File: config.mk
export PLATFORM = sky130hd
export DESIGN_NAME = alu_pc_unit
export DESIGN_NICKNAME = d
export VERILOG_FILES = /design/src/rtl/alu_pc_pkg.sv /design/src/rtl/alu_pc_unit_alu16.sv /design/src/rtl/alu_pc_unit.sv
export SDC_FILE = /design/constraint.sdc
export NUM_CORES = 1
export LEC_CHECK = 0
export ABC_AREA = 1
export CAP_MARGIN = 5
export CORE_MARGIN = 2
export CORE_UTILIZATION = 49
export CTS_CLUSTER_DIAMETER = 200
export DETAILED_ROUTE_END_ITERATION = 6
export MAX_ROUTING_LAYER = met4
export PLACE_DENSITY = 0.8
export SLEW_MARGIN = 5
export SYNTH_ARGS = -nofsm -noshare
export SYNTH_HDL_FRONTEND = slang
export SYNTH_HIERARCHICAL = 1
export SYNTH_SLANG_ARGS = --single-unit
File: constraint.sdc
create_clock -name clk -period 3 [get_ports clk]
set_clock_uncertainty 0.05 [all_clocks]
set_input_delay 0.45 -clock clk [delete_from_list [all_inputs] [get_ports clk]]
set_output_delay 0.45 -clock clk [all_outputs]
set_load 0.03 [all_outputs]
File: src/rtl/alu_pc_pkg.sv
// Shared constants for the execute-stage ALU and program-counter unit.
// ALU operation codes and next-PC select codes are defined here.
// The extended ALU codes (XOR/SLL/SRL) are only decoded by alu16
// when ALU_EXT_EN is defined.
package alu_pc_pkg;

  localparam int DATA_W = 16;

  // ALU operation codes
  localparam logic [3:0] ALU_AND = 4'b0000;
  localparam logic [3:0] ALU_ADD = 4'b0001;
  localparam logic [3:0] ALU_OR  = 4'b0010;
  localparam logic [3:0] ALU_XOR = 4'b0011;
  localparam logic [3:0] ALU_SLL = 4'b0100;
  localparam logic [3:0] ALU_SUB = 4'b0101;
  localparam logic [3:0] ALU_SRL = 4'b0110;
  localparam logic [3:0] ALU_SLT = 4'b0111;
  localparam logic [3:0] ALU_NOR = 4'b1000;

  // Next-PC select codes
  localparam logic [1:0] PC_SEQ  = 2'b00;
  localparam logic [1:0] PC_BR   = 2'b01;
  localparam logic [1:0] PC_JMP  = 2'b10;
  localparam logic [1:0] PC_HOLD = 2'b11;

endpackage

File: src/rtl/alu_pc_unit_alu16.sv
// Combinational 16-bit ALU: AND/ADD/OR/SUB/SLT/NOR with signed overflow
// and zero flags. Defining ALU_EXT_EN adds XOR, logical shift left and
// logical shift right; without it those codes yield 0 like any other
// undecoded operation.
module alu16
  import alu_pc_pkg::*;
(
  input  logic [DATA_W-1:0] a,
  input  logic [DATA_W-1:0] b,
  input  logic [3:0]        ctrl,
  output logic [DATA_W-1:0] result,
  output logic              overflow,
  output logic              zero
);

  logic signed [DATA_W-1:0] a_s;
  logic signed [DATA_W-1:0] b_s;
  logic signed [DATA_W-1:0] sum_s;
  logic signed [DATA_W-1:0] diff_s;

  // Signed overflow of a + b: operands agree in sign, result does not.
  function automatic logic add_ovf(input logic signed [DATA_W-1:0] x,
                                   input logic signed [DATA_W-1:0] y,
                                   input logic signed [DATA_W-1:0] s);
    return (x[DATA_W-1] == y[DATA_W-1]) && (s[DATA_W-1] != x[DATA_W-1]);
  endfunction

  // Signed overflow of a - b: operand signs differ and result sign left a's.
  function automatic logic sub_ovf(input logic signed [DATA_W-1:0] x,
                                   input logic signed [DATA_W-1:0] y,
                                   input logic signed [DATA_W-1:0] d);
    return (x[DATA_W-1] != y[DATA_W-1]) && (d[DATA_W-1] != x[DATA_W-1]);
  endfunction

  assign a_s    = a;
  assign b_s    = b;
  assign sum_s  = a_s + b_s;
  assign diff_s = a_s - b_s;

  // Operation decode; SLT uses a direct signed compare so it stays correct
  // when a - b would overflow.
  always_comb begin
    result   = '0;
    overflow = 1'b0;
    case (ctrl)
      ALU_AND: result = a & b;
      ALU_ADD: begin
        result   = sum_s;
        overflow = add_ovf(a_s, b_s, sum_s);
      end
      ALU_OR:  result = a | b;
      ALU_SUB: begin
        result   = diff_s;
        overflow = sub_ovf(a_s, b_s, diff_s);
      end
      ALU_SLT: result = (a_s < b_s) ? {{(DATA_W-1){1'b0}}, 1'b1} : '0;
      ALU_NOR: result = ~(a | b);
`ifdef ALU_EXT_EN
      ALU_XOR: result = a ^ b;
      ALU_SLL: result = a << b[3:0];
      ALU_SRL: result = a >> b[3:0];
`endif
      default: begin
        result   = '0;
        overflow = 1'b0;
      end
    endcase
  end

  assign zero = (result == '0);

endmodule

File: src/rtl/alu_pc_unit.sv
// Execute-stage core: combinational ALU (alu16) plus the program-counter
// register and its next-PC mux (sequential, branch-relative, absolute
// jump, hold). Only pc is registered. Optional macro ALU_EXT_EN enables
// the extended ALU operations inside alu16.
module alu_pc_unit
  import alu_pc_pkg::*;
#(
  parameter logic [15:0] PC_RESET = 16'h0000,
  parameter int          PC_STEP  = 4
)(
  input  logic        clk,
  input  logic        rst,
  input  logic [15:0] alu_a,
  input  logic [15:0] alu_b,
  input  logic [3:0]  alu_ctrl,
  output logic [15:0] alu_result,
  output logic        alu_overflow,
  output logic        alu_zero,
  input  logic        pc_en,
  input  logic [1:0]  pc_sel,
  input  logic [15:0] jump_addr,
  output logic [15:0] pc,
  output logic [15:0] pc_next
);

  localparam logic [15:0] STEP = 16'(PC_STEP);

  logic [15:0] seq_pc;
  logic [15:0] br_pc;

  alu16 u_alu (
    .a        (alu_a),
    .b        (alu_b),
    .ctrl     (alu_ctrl),
    .result   (alu_result),
    .overflow (alu_overflow),
    .zero     (alu_zero)
  );

  // Branch offset is a word count, so it is scaled to bytes; sums wrap.
  assign seq_pc = pc + STEP;
  assign br_pc  = seq_pc + {jump_addr[13:0], 2'b00};

  // Next-PC selection; a not-taken branch falls through sequentially.
  always_comb begin
    pc_next = seq_pc;
    case (pc_sel)
      PC_SEQ:  pc_next = seq_pc;
      PC_BR:   pc_next = alu_zero ? br_pc : seq_pc;
      PC_JMP:  pc_next = {jump_addr[15:2], 2'b00};
      PC_HOLD: pc_next = pc;
      default: pc_next = seq_pc;
    endcase
  end

  // PC register; reset takes priority over enable and select.
  always_ff @(posedge clk) begin
    if (rst) begin
      pc <= PC_RESET;
    end else if (pc_en) begin
      pc <= pc_next;
    end
  end

endmodule

==> results.md, run 1 <==
* Status: did not finish
* Worst endpoint after global-route timing repair: pc_next[7]
* Count of input and output buffers at ~110
* Clock Sinks at 16
* Cells after Synth at between 900 and 1000
* Synth warn at 6
* Asr flop ratio synth at 0
* Gr ovfl total at ~110
* Synth Area per Inst at around 5.5 um^2
* GR Util All Layers at 0.8146
* CTS buffer count at 3
* Die X-Extent at 108.4 um
* Placed cells at between 1000 and 1500
* Yosys reg bits at 16
* WEP type: output port
* CTS max path bufs at 2
* H-tree Lvls at 1
* Dpl hpwl at about 16000 um
* Ports at ~110
* Post-synth EDFFs at 0
* RD Place Congestion at about 1
* Synth Flop Type: dfxtp_1
* Seq/Total Area, Yosys at 0.06000
* Area leader, netlist: nand2_1
* Failing step: global routing (5_1_grt)
* Synth top area share at 0.1814
* Root Driver: clkbuf_8
* Error: [ERROR GRT-0232] Routing congestion too high. Check the congestion heatmap in the GUI.
* Starting Density at 0.4969
* Row Count at 38
* Die height at about 110 um
* Synth Cell Area at around 5300 um^2
* Mapped Nets at roughly 1100
* Largest net degree at the start of global routing at 19
* Synth unique cells at 51
* Largest cells by area after synthesis: nand2_1 (18%), ha_1 (15%), inv_1 (14%)
-- kinds of logic after synthesis --
| kind of cell | Yosys count | share of synthesized area |
|---|---|---|
| AND/OR/NAND/NOR | 526 | 0.4390 |
| buffers and inverters | 235 | 0.1868 |
| AO/OA/AOI/OAI | 125 | 0.1355 |
| adder cells (fa/ha/maj) | 69 | 0.1659 |
| flip-flops | 16 | 0.06000 |
| XOR/XNOR | 7 | 0.01289 |
-- synth_stat cells (all sizes together), types with 8 or more instances --
| library cell | instances |
|---|---|
| nand2 | 263 |
| inv | 210 |
| nand3 | 114 |
| nor2 | 103 |
| ha | 66 |
| a21oi | 54 |
| o21ai | 43 |
| nand4 | 23 |
| buf | 19 |
| dfxtp | 16 |
| nor3 | 8 |
-- repair_timing --
action | 4_1_cts
gates cloned | 1
hold endpoints to repair | 0
pin swaps | 102
hold buffers | 0
endpoints found under the setup margin | 44
buffers inserted | 66
gates resized for setup | 382
-- per-layer routing --
metal  GRT usage  overflow
met5           -         -
met4      0.8837        45
met3      0.6444         3
met2      0.9668        57
met1      0.7669         1
-- metrics by stage --
stage / setup WS (ns) / instance area [um^2]
4_1_cts: -0.5368 / 9619
3_5_place_dp: -1.514 / 8142
3_3_place_gp: -1.490 / 8142
2_1_floorplan: -0.3380 / 5703
==> run 2, diff against run 1 <==
--- a/config.mk
+++ b/config.mk
@@ -8,11 +8,9 @@
 export ABC_AREA = 1
 export CAP_MARGIN = 5
 export CORE_MARGIN = 2
-export CORE_UTILIZATION = 49
-export CTS_CLUSTER_DIAMETER = 200
+export CORE_UTILIZATION = 40
 export DETAILED_ROUTE_END_ITERATION = 6
-export MAX_ROUTING_LAYER = met4
-export PLACE_DENSITY = 0.8
+export PLACE_DENSITY_LB_ADDON = 0.15
 export SLEW_MARGIN = 5
 export SYNTH_ARGS = -nofsm -noshare
 export SYNTH_HDL_FRONTEND = slang
==> constraint.sdc (replaced) <==
create_clock -name clk -period 3.9 [get_ports clk]
set_clock_uncertainty 0.05 [all_clocks]
set_input_delay 0.585 -clock clk [delete_from_list [all_inputs] [get_ports clk]]
set_output_delay 0.585 -clock clk [all_outputs]
set_load 0.03 [all_outputs]
==> results.md, run 2 <==
* Status: finished clean
* Synth Area per Inst at 5.459 um^2
* Biggest regs: pc x16
* Reg2Reg Setup Slack at 0.92 ns
* Largest net degree at the start of global routing at 19
* Commonest cells post-synth: nand2_1 (258), inv_1 (201), nand3_1 (110)
* Tcrit/Tclk final at 0.9943
* Crit path max fanout at 6
* Pleak at 4.739 nW
* Hold Path Depth at 2
* Hold Fails Final Rpt at 0
* Clk network pwr share at 0.135
* Clock Sinks at 16
* Crit path DAT at 3.24 ns
* Fmax at around 0.26 GHz
* Syn-to-layout area delta at 64.14%
* Antenna cells at 0
* Synth warn at 6
* Root Driver: clkbuf_16
* Most frequent cells in the layout: nand2_1 (225), buf_4 (197), inv_1 (157)
* CTS tree: done
* HP Start: pc[0]
* Routed WL at about 20000 um
* Seq/Total Area, Yosys at 0.06000
* Placed cells at about 1400
* DP Area at about 7500 um^2
* Synth Flop Type: dfxtp_1
* DR DRC count at 0
* CTS Hold Buffers Added at 0
* Crit. End Element: output port
* Max_cap viols at 0
* Count of input and output buffers at between 100 and 150
* CTS buffer count at 3
* Design area at 8763 um^2
* H-tree Lvls at 1
* Initial antenna violation count at 0
* First-pass GRT wire length at 31120 um
* Critical path startpoint category: input port
* Most frequent cell after synthesis: nand2_1
* Vias at 7223
* Worst-case reg-to-reg path depth at 22
* Largest cells by area after synthesis: nand2_1 (18%), ha_1 (15%), inv_1 (14%)
* Share of layout cells above drive strength 1 at 0.3748
* RR Startpoint: pc[3]
* Ports at 107
* Cells after Synth at approximately 980
* Slew headroom at 0.6229
* Routed WL per cell at about 14 um
* Die height at approximately 120 um
* Initial DRC count at 566
* RSZ-0062 raised after global routing: yes
* Vias per cell at about 5
* Actual slew at the worst max-slew pin at about 0.56 ns
* Asr flop ratio synth at 0
* Pwr Density at 191.3 nW/um^2
* Commonest non-fill, non-tap cell in the layout: nand2_1
* Combinational cell fraction of total power at 0.751
* CP Class: in -> out
* Die X-Extent at approximately 120 um
* Worst hold-check path type: reg -> reg
* Slew Viols, Final at 0
* Number of global-route vias before repair at between 6000 and 7000
* Row Count at between 40 and 50
* Gr ovfl total at 0
* Mapped Nets at roughly 1100
* GR Util All Layers at 0.2636
* CTS max path bufs at 2
* Hold endpoint: pc[0]
* Post-synth EDFFs at 0
* Psw at 784.0 uW
* PnR worst setup slack at roughly 0.022 ns
* Switching fraction of total power at 0.4677
* Starting Density at 0.4064
* Pre-CTS WS at -1.105 ns
* Synth top area share at 0.1814
* Clk pin slew, worst setup/hold paths at about 0.05 ns
* Total die area at ~14000 um^2
* Largest register FFs at 16
* Largest Register: pc
* Seq pwr share at 0.114
* Synth Cell Area at 5339 um^2
* RD Place Congestion at a little under 1
* Synth unique cells at 51
* DRT Pass-1 Iters at 7
* Fin crit period at roughly 3.9 ns
* Worst r2r dst: pc[15]
* Setup Viol. Count Final at 0
* Final core occ at 0.6670
* Post-route antenna net violation count at 0
* Post-route setup TNS at 0 ns
* Core outline area at roughly 13000 um^2
* Crit path from: alu_a[10]
* Clk_lat worst skew at approximately 0.25 ns
* Final #Nets at 1389
* Area leader, netlist: nand2_1
* Final non-filler cell total at ~1400
* CP required at 3.26 ns
* Dpl hpwl at 15190 um
* Yosys reg bits at 16
* VDD IR max at around 150 uV
* P_int at between 800 and 900 uW
==> run 2: cell type report <==
cell class                 instances  area [um^2]
multi-input combinational        727         4833
fill                            1227         4374
timing repair buffer             304         2500
inverter                         211        799.5
sequential                        16        321.6
tap                              176        220.2
clock buffer                       4        88.84
==> run 2: logic make-up after synthesis <==
logic type | after synthesis | synth area share
AOI/OAI and AO/OA | 125 | 0.1355
xor gates and xnor gates | 7 | 0.01289
adders and majority gates | 69 | 0.1659
buffers and inverters | 235 | 0.1868
DFF | 16 | 0.06000
and+or+nand+nor | 526 | 0.4390
==> run 2: through the flow <==
| stage | hold slack (ns) | power [mW] |
|---|---|---|
| 6_report | 0.4230 | 1.676 |
| 5_1_grt | 0.4422 | 1.798 |
| 4_1_cts | 0.4222 | 1.588 |
| 3_5_place_dp | 0.4152 | 1.207 |
| 3_3_place_gp | 0.4136 | 1.203 |
| 2_1_floorplan | 0.5425 | 0.7865 |
==> run 2: what timing repair did <==
item	CTS	global route
gates resized for setup	252	103
buffers inserted	30	20
pin swaps	63	65
endpoints found under the setup margin	24	15
gates cloned	0	0
==> run 2: per-layer routing <==
layer / wire length [um] / track usage / vias to the layer above
met3: 1157 / 0.02804 / 37
met2: 9001 / 0.4307 / 254
met4: 466 / 0.06250 / 0
met1: 9010 / 0.3720 / 3272
li1: - / - / 3660
met5: 0 / 0 / -
==> run 2: critical path, cell delays in order <==
cell and delay [ns]:
dlygate4sd2_1 0.23, inv_2 0.06, ha_4 0.35, buf_6 0.12, nand2_2 0.08, nor3_2 0.21, nand2_2 0.08, nand2_1 0.07
nand2_1 0.05, nand3_1 0.08, nand3_2 0.10, nor2_4 0.14, nand3_2 0.11, nor2_4 0.14, buf_8 0.15, nand2_8 0.06
o21bai_1 0.16, a21oi_1 0.13, o21ai_1 0.07, nand2_1 0.10, buf_6 0.14
==> run 2: how the worst max path moves through the flow <==
stage,endpoint,cells past startpoint
3_3_place_gp,pc_next[2],21
4_1_cts,pc_next[7],21
6_report,pc_next[7],21
2_1_floorplan,pc_next[4],18
5_1_grt,pc_next[7],24
3_5_place_dp,pc_next[2],21
==> run 2: power groups by stage <==
stage	logic, mW	registers [mW]	clock network, mW
6_report	1.26	0.190	0.226
3_5_place_dp	1.01	0.193	0
5_1_grt	1.37	0.192	0.240
4_1_cts	1.17	0.190	0.230
2_1_floorplan	0.573	0.213	0
3_3_place_gp	1.01	0.193	0
Note: power is estimated with default switching activity, not from simulation.
==> run 3, diff against run 2 <==
--- a/config.mk
+++ b/config.mk
@@ -7,7 +7,7 @@
 export LEC_CHECK = 0
 export ABC_AREA = 1
 export CAP_MARGIN = 5
-export CORE_MARGIN = 2
+export CORE_MARGIN = 4
 export CORE_UTILIZATION = 40
 export DETAILED_ROUTE_END_ITERATION = 6
 export PLACE_DENSITY_LB_ADDON = 0.15
==> results.md, run 3 (synthesis results as in run 2) <==
* PnR worst setup slack at -0.05272 ns
* Syn-to-layout area delta at 65.78%
* First-pass GRT wire length at between 30000 and 40000 um
* Worst-case reg-to-reg path depth at 21
* CTS buffer count at 3
* DRT Pass-1 Iters at 5
* Cell Chain, Critical Path: buf_8, ha_4, inv_2, fa_2, inv_2, nand3_2, nand2_2, nand2_1, nand3_1, nand2_1, nor2_2, nand2_1, nor2_2, nand2_1, nor2_2, nand3_2, nor2_4, nand2_2, buf_6, nor3b_2, o21ai_1, o21ai_1, buf_4
* Max_cap viols at 0
* Seq pwr share at 0.113
* Multi-input gate area at approximately 5000 um^2
* Combinational cell fraction of total power at 0.753
* Ports at approximately 110
* Worst r2r dst: pc[9]
* Buf+Inv Stages, Crit Path at 5
* H-tree Lvls at 1
* Root Driver: clkbuf_16
* Crit path max fanout at 4
* Pwr Density at around 190 nW/um^2
* Final #Nets at around 1400
* Number of global-route vias before repair at between 6000 and 7000
* Critical path startpoint category: input port
* Routed WL per cell at between 10 and 15 um
* DR DRC count at 0
* Largest Register: pc
* Largest register FFs at 16
* CP Class: in -> out
* Filler cell count at 1200
* Pre-CTS WS at -1.054 ns
* Psw at approximately 790 uW
* Biggest regs: pc x16
* Core outline area at about 13000 um^2
* Crit path from: alu_b[0]
* Switching fraction of total power at 0.4704
* Tcrit/Tclk final at 1.014
* RR Startpoint: pc[3]
* Fin crit period at about 4.0 ns
* Count of input and output buffers at between 100 and 150
* Initial DRC count at 587
* Actual slew at the worst max-slew pin at between 0.5 and 0.6 ns
* Violated checks: negative setup slack
* Setup Viol. Count Final at 1
* Status: finished with violations
* P_int at ~890 uW
* Initial antenna violation count at 0
* Post-route setup TNS at -0.05272 ns
* Die X-Extent at 123.5 um
* DP Area at around 7600 um^2
* Slew headroom at 0.5990
* RD Place Congestion at 0.9443
* CP required at approximately 3.3 ns
* Commonest non-fill, non-tap cell in the layout: nand2_1
* Vias at 7120
* Share of layout cells above drive strength 1 at 0.3761
* Die height at 123.5 um
* Crit. End Element: output port
* CTS tree: done
* Post-route antenna net violation count at 0
* CTS max path bufs at 2
* FF+latch area at about 320 um^2
* Hold Fails Final Rpt at 0
* Row Count at a little over 40
* VDD IR max at ~140 uV
* Design area at approximately 9000 um^2
* Reg2Reg Setup Slack at just over 0.9 ns
* Largest net degree at the start of global routing at 19
* Total Power at 1.688 mW
* CP max stage delay at ~0.4 ns
* Critical path's slowest cell: fa_2
* Vias per cell at 5.018
* Pleak at 4.730 nW
* GR Util All Layers at 0.2452
* Clock Sinks at 16
* Clk network pwr share at 0.134
* Routed WL at 19800 um
* Dpl hpwl at around 15000 um
* Clk pin slew, worst setup/hold paths at 0.05 ns
* Most frequent cells in the layout: nand2_1 (219), buf_4 (177), inv_1 (153)
* CP Depth at 23
* Starting Density at 0.4163
* Clk_lat worst skew at 0.25 ns
* Fmax at roughly 0.25 GHz
* Worst hold-check path type: reg -> reg
* Worst path most repeated cell: nand2_1
* Setup crit end: pc_next[6]
* Antenna cells at 0
* Gr ovfl total at 0
* Total die area at 15260 um^2
* Crit path DAT at between 3 and 4 ns
* RSZ-0062 raised after global routing: yes
* Cell family with most CP delay: simple AND/OR/NAND/NOR gates
* Slew Viols, Final at 0
## run 3: cell count changes in the layout (fill, tap and decap cells not counted), sizes merged
cell,change
clkbuf,-5
clkdlybuf4s50,-1
dlygate4sd2,+2
dlymetal6s2s,+2
buf,-19
clkdlybuf4s15,+6
## run 3: area by class of cell
type | instances | area share
inverters | 211 | 0.09005
flip-flops and latches | 16 | 0.03633
well taps | 172 | 0.02431
clock buffers | 4 | 0.01004
multi-input cells | 727 | 0.5591
repair buffers | 289 | 0.2802
## run 3: metrics by stage
stage	std cells	utilization	hold WS [ns]
4_1_cts	1406	0.6574	0.4207
6_report	1419	0.6901	0.4180
2_1_floorplan	978	-	0.5425
3_3_place_gp	1384	0.5933	0.4091
3_5_place_dp	1384	0.5933	0.4126
5_1_grt	1419	0.6901	0.4344
## run 3: tightest hold or removal path, cell delays in order, from the launching register on
cell	delay, ns
dfxtp_1	0.32
nand3_1	0.08
inv_1	0.03
## run 3: routing by layer
metal / wire [um] / track usage / share of wire / up-vias
li1: - / - / - / 3634
met4: 338 / 0.04291 / 0.017 / 0
met1: 9349 / 0.3558 / 0.47 / 3190
met5: 0 / 0 / 0 / -
met2: 8867 / 0.3914 / 0.45 / 268
met3: 1249 / 0.03202 / 0.063 / 28
## run 3: how the worst min path moves through the flow
stage	from	end	slack [ns]	cells after the start
3_3_place_gp	pc[0]	pc[0]	0.41	2
3_5_place_dp	pc[1]	pc[1]	0.41	2
6_report	pc[0]	pc[0]	0.42	2
5_1_grt	pc[1]	pc[1]	0.43	2
4_1_cts	pc[1]	pc[1]	0.42	2
2_1_floorplan	pc[0]	pc[0]	0.54	2
## run 3: power groups by stage
| stage | logic, mW | registers (mW) | clock network (mW) |
|---|---|---|---|
| after floorplan | 0.573 | 0.213 | 0 |
| after global placement | 1.02 | 0.193 | 0 |
| after detailed placement | 1.03 | 0.193 | 0 |
| after CTS | 1.16 | 0.190 | 0.229 |
| after global routing | 1.38 | 0.192 | 0.237 |
| final | 1.27 | 0.191 | 0.226 |
## run 3: timing repair
item | 4_1_cts | 5_1_grt
resized for setup | 251 | 123
hold buffers | 0 | 0
buffers inserted | 18 | 13
setup endpoints to repair | 18 | 15
pin swaps | 72 | 74
==> run 4, diff against run 3 <==
--- a/config.mk
+++ b/config.mk
@@ -10,7 +10,7 @@
 export CORE_MARGIN = 4
 export CORE_UTILIZATION = 40
 export DETAILED_ROUTE_END_ITERATION = 6
-export PLACE_DENSITY_LB_ADDON = 0.15
+export PLACE_DENSITY_LB_ADDON = 0.12
 export SLEW_MARGIN = 5
 export SYNTH_ARGS = -nofsm -noshare
 export SYNTH_HDL_FRONTEND = slang
==> results.md, run 4 (synthesis results as in run 2) <==
* CTS max path bufs at 2
* Initial antenna violation count at 0
* Vias at approximately 7400
* Worst hold-check path type: reg -> reg
* Post-route antenna net violation count at 0
* Row Count at a little over 40
* Final core occ at 0.7104
* Die height at around 120 um
* Fin crit period at just under 4 ns
* Final #Nets at ~1400
* Max_cap viols at 0
* Starting Density at 0.4163
* Vias per cell at about 5.1
* Syn-to-layout area delta at 70.66%
* Commonest non-fill, non-tap cell in the layout: nand2_1
* Dpl hpwl at roughly 16000 um
* Status: finished with violations
* GR Util All Layers at 0.2505
* Fmax at between 0.2 and 0.3 GHz
* Largest register FFs at 16
* Routed WL at ~21000 um
* Crit. End Element: output port
* Violated checks: negative setup slack
* Clock Sinks at 16
* Slew headroom at 0.6239
* Total die area at 15260 um^2
* RSZ-0062 raised after global routing: yes
* Pleak at 4.887 nW
* RD Place Congestion at approximately 1.0
* Clk pin slew, worst setup/hold paths at roughly 0.050 ns
* PnR worst setup slack at -0.01555 ns
* Post-route setup TNS at -0.01555 ns
* Antenna cells at 0
* Number of global-route vias before repair at between 6000 and 7000
* Root Driver: clkbuf_16
* Gr ovfl total at 0
* Share of layout cells above drive strength 1 at 0.4099
* Largest Register: pc
* Ports at approximately 110
* Initial DRC count at approximately 710
* Clk_lat worst skew at 0.26 ns
* Worst hold slack at 0.4208 ns
* Actual slew at the worst max-slew pin at about 0.56 ns
* CP Class: in -> out
* Crit path DAT at 3.28 ns
* DR DRC count at 0
* Hold Fails Final Rpt at 0
* H-tree Lvls at 1
* Most frequent cells in the layout: nand2_1 (211), buf_4 (195), inv_1 (152)
* VDD IR max at approximately 180 uV
* Routed WL per cell at 14.60 um
* First-pass GRT wire length at approximately 30000 um
* DRT Pass-1 Iters at 6
* Die X-Extent at 123.5 um
* Slew Viols, Final at 0
* CP required at around 3.3 ns
* Setup Viol. Count Final at 1
* Largest net degree at the start of global routing at 19
* Pwr Density at ~190 nW/um^2
* Biggest regs: pc x16
* Critical path startpoint category: input port
* Total Power at 1.753 mW
* Core outline area at between 10000 and 15000 um^2
* CTS buffer count at 3
* Crit path max fanout at 7
* Tcrit/Tclk final at 1.004
* Count of input and output buffers at around 110
* CTS tree: done
run 4: path summary, 6_finish.rpt:
| check | startpoint | endpoint | cells after the start | slack, ns |
|---|---|---|---|---|
| setup reg to reg | pc[2] | pc[14] | 19 | 0.94 |
| hold reg to reg | pc[1] | pc[1] | 2 | 0.42 |
| hold / removal | pc[1] | pc[1] | 2 | 0.42 |
| setup / recovery | alu_a[7] | pc_next[9] | 23 | -0.02 |
run 4: through the flow:
stage               instance area [um^2]  setup WS, ns  cells
floorplan                           5366      -0.01437    978
global placement                    7686        -1.113   1395
detailed placement                  7686        -1.095   1395
CTS                                 8658     0.0001792   1424
global route                        9111       -0.1510   1443
finish                              9111      -0.01555   1443
run 4: routing by layer:
metal,global-route usage,up-vias,part of all wire,routed length [um]
li1,-,3676,-,-
met1,0.3433,3377,0.44,9196
met2,0.4057,306,0.46,9763
met3,0.04026,46,0.071,1500
met4,0.07059,0,0.029,603
met5,0,-,0,0
run 4: where the power goes:
group          switching [mW]  internal (mW)  leakage [nW]
combinational           0.732          0.594          4.71
clock                  0.0782          0.157        0.0442
sequential             0.0164          0.176         0.133
total                   0.826          0.927          4.89
run 4: worst max-delay path: stages:
cell and delay (ns):
clkdlybuf4s15_2 0.19, inv_2 0.04, ha_4 0.24, buf_6 0.13
buf_4 0.13, nand2_2 0.06, nand2_2 0.08, nand2_2 0.08
nand2_2 0.06, a21oi_2 0.19, nand3_1 0.11, nand3_2 0.08
nand3_2 0.10, nor2_4 0.13, nand3_2 0.10, nor2_4 0.13
inv_2 0.06, buf_6 0.11, buf_8 0.14, a21oi_1 0.14
o21ai_1 0.08, nand3b_1 0.12, buf_4 0.18
run 4: final cells by class:
class	instances	area (um^2)
fillers	1083	3714
clock buffers	4	88.84
inverters	211	797.0
multi-input cells	727	5037
well taps	172	215.2
repair buffers	313	2650
flip-flops and latches	16	322.8
run 4: timing repair:
item / 4_1_cts / 5_1_grt
pin swaps: 68 / 76
buffers inserted: 25 / 19
endpoints found under the setup margin: 22 / 14
hold buffers: 0 / 0
resized for setup: 271 / 141
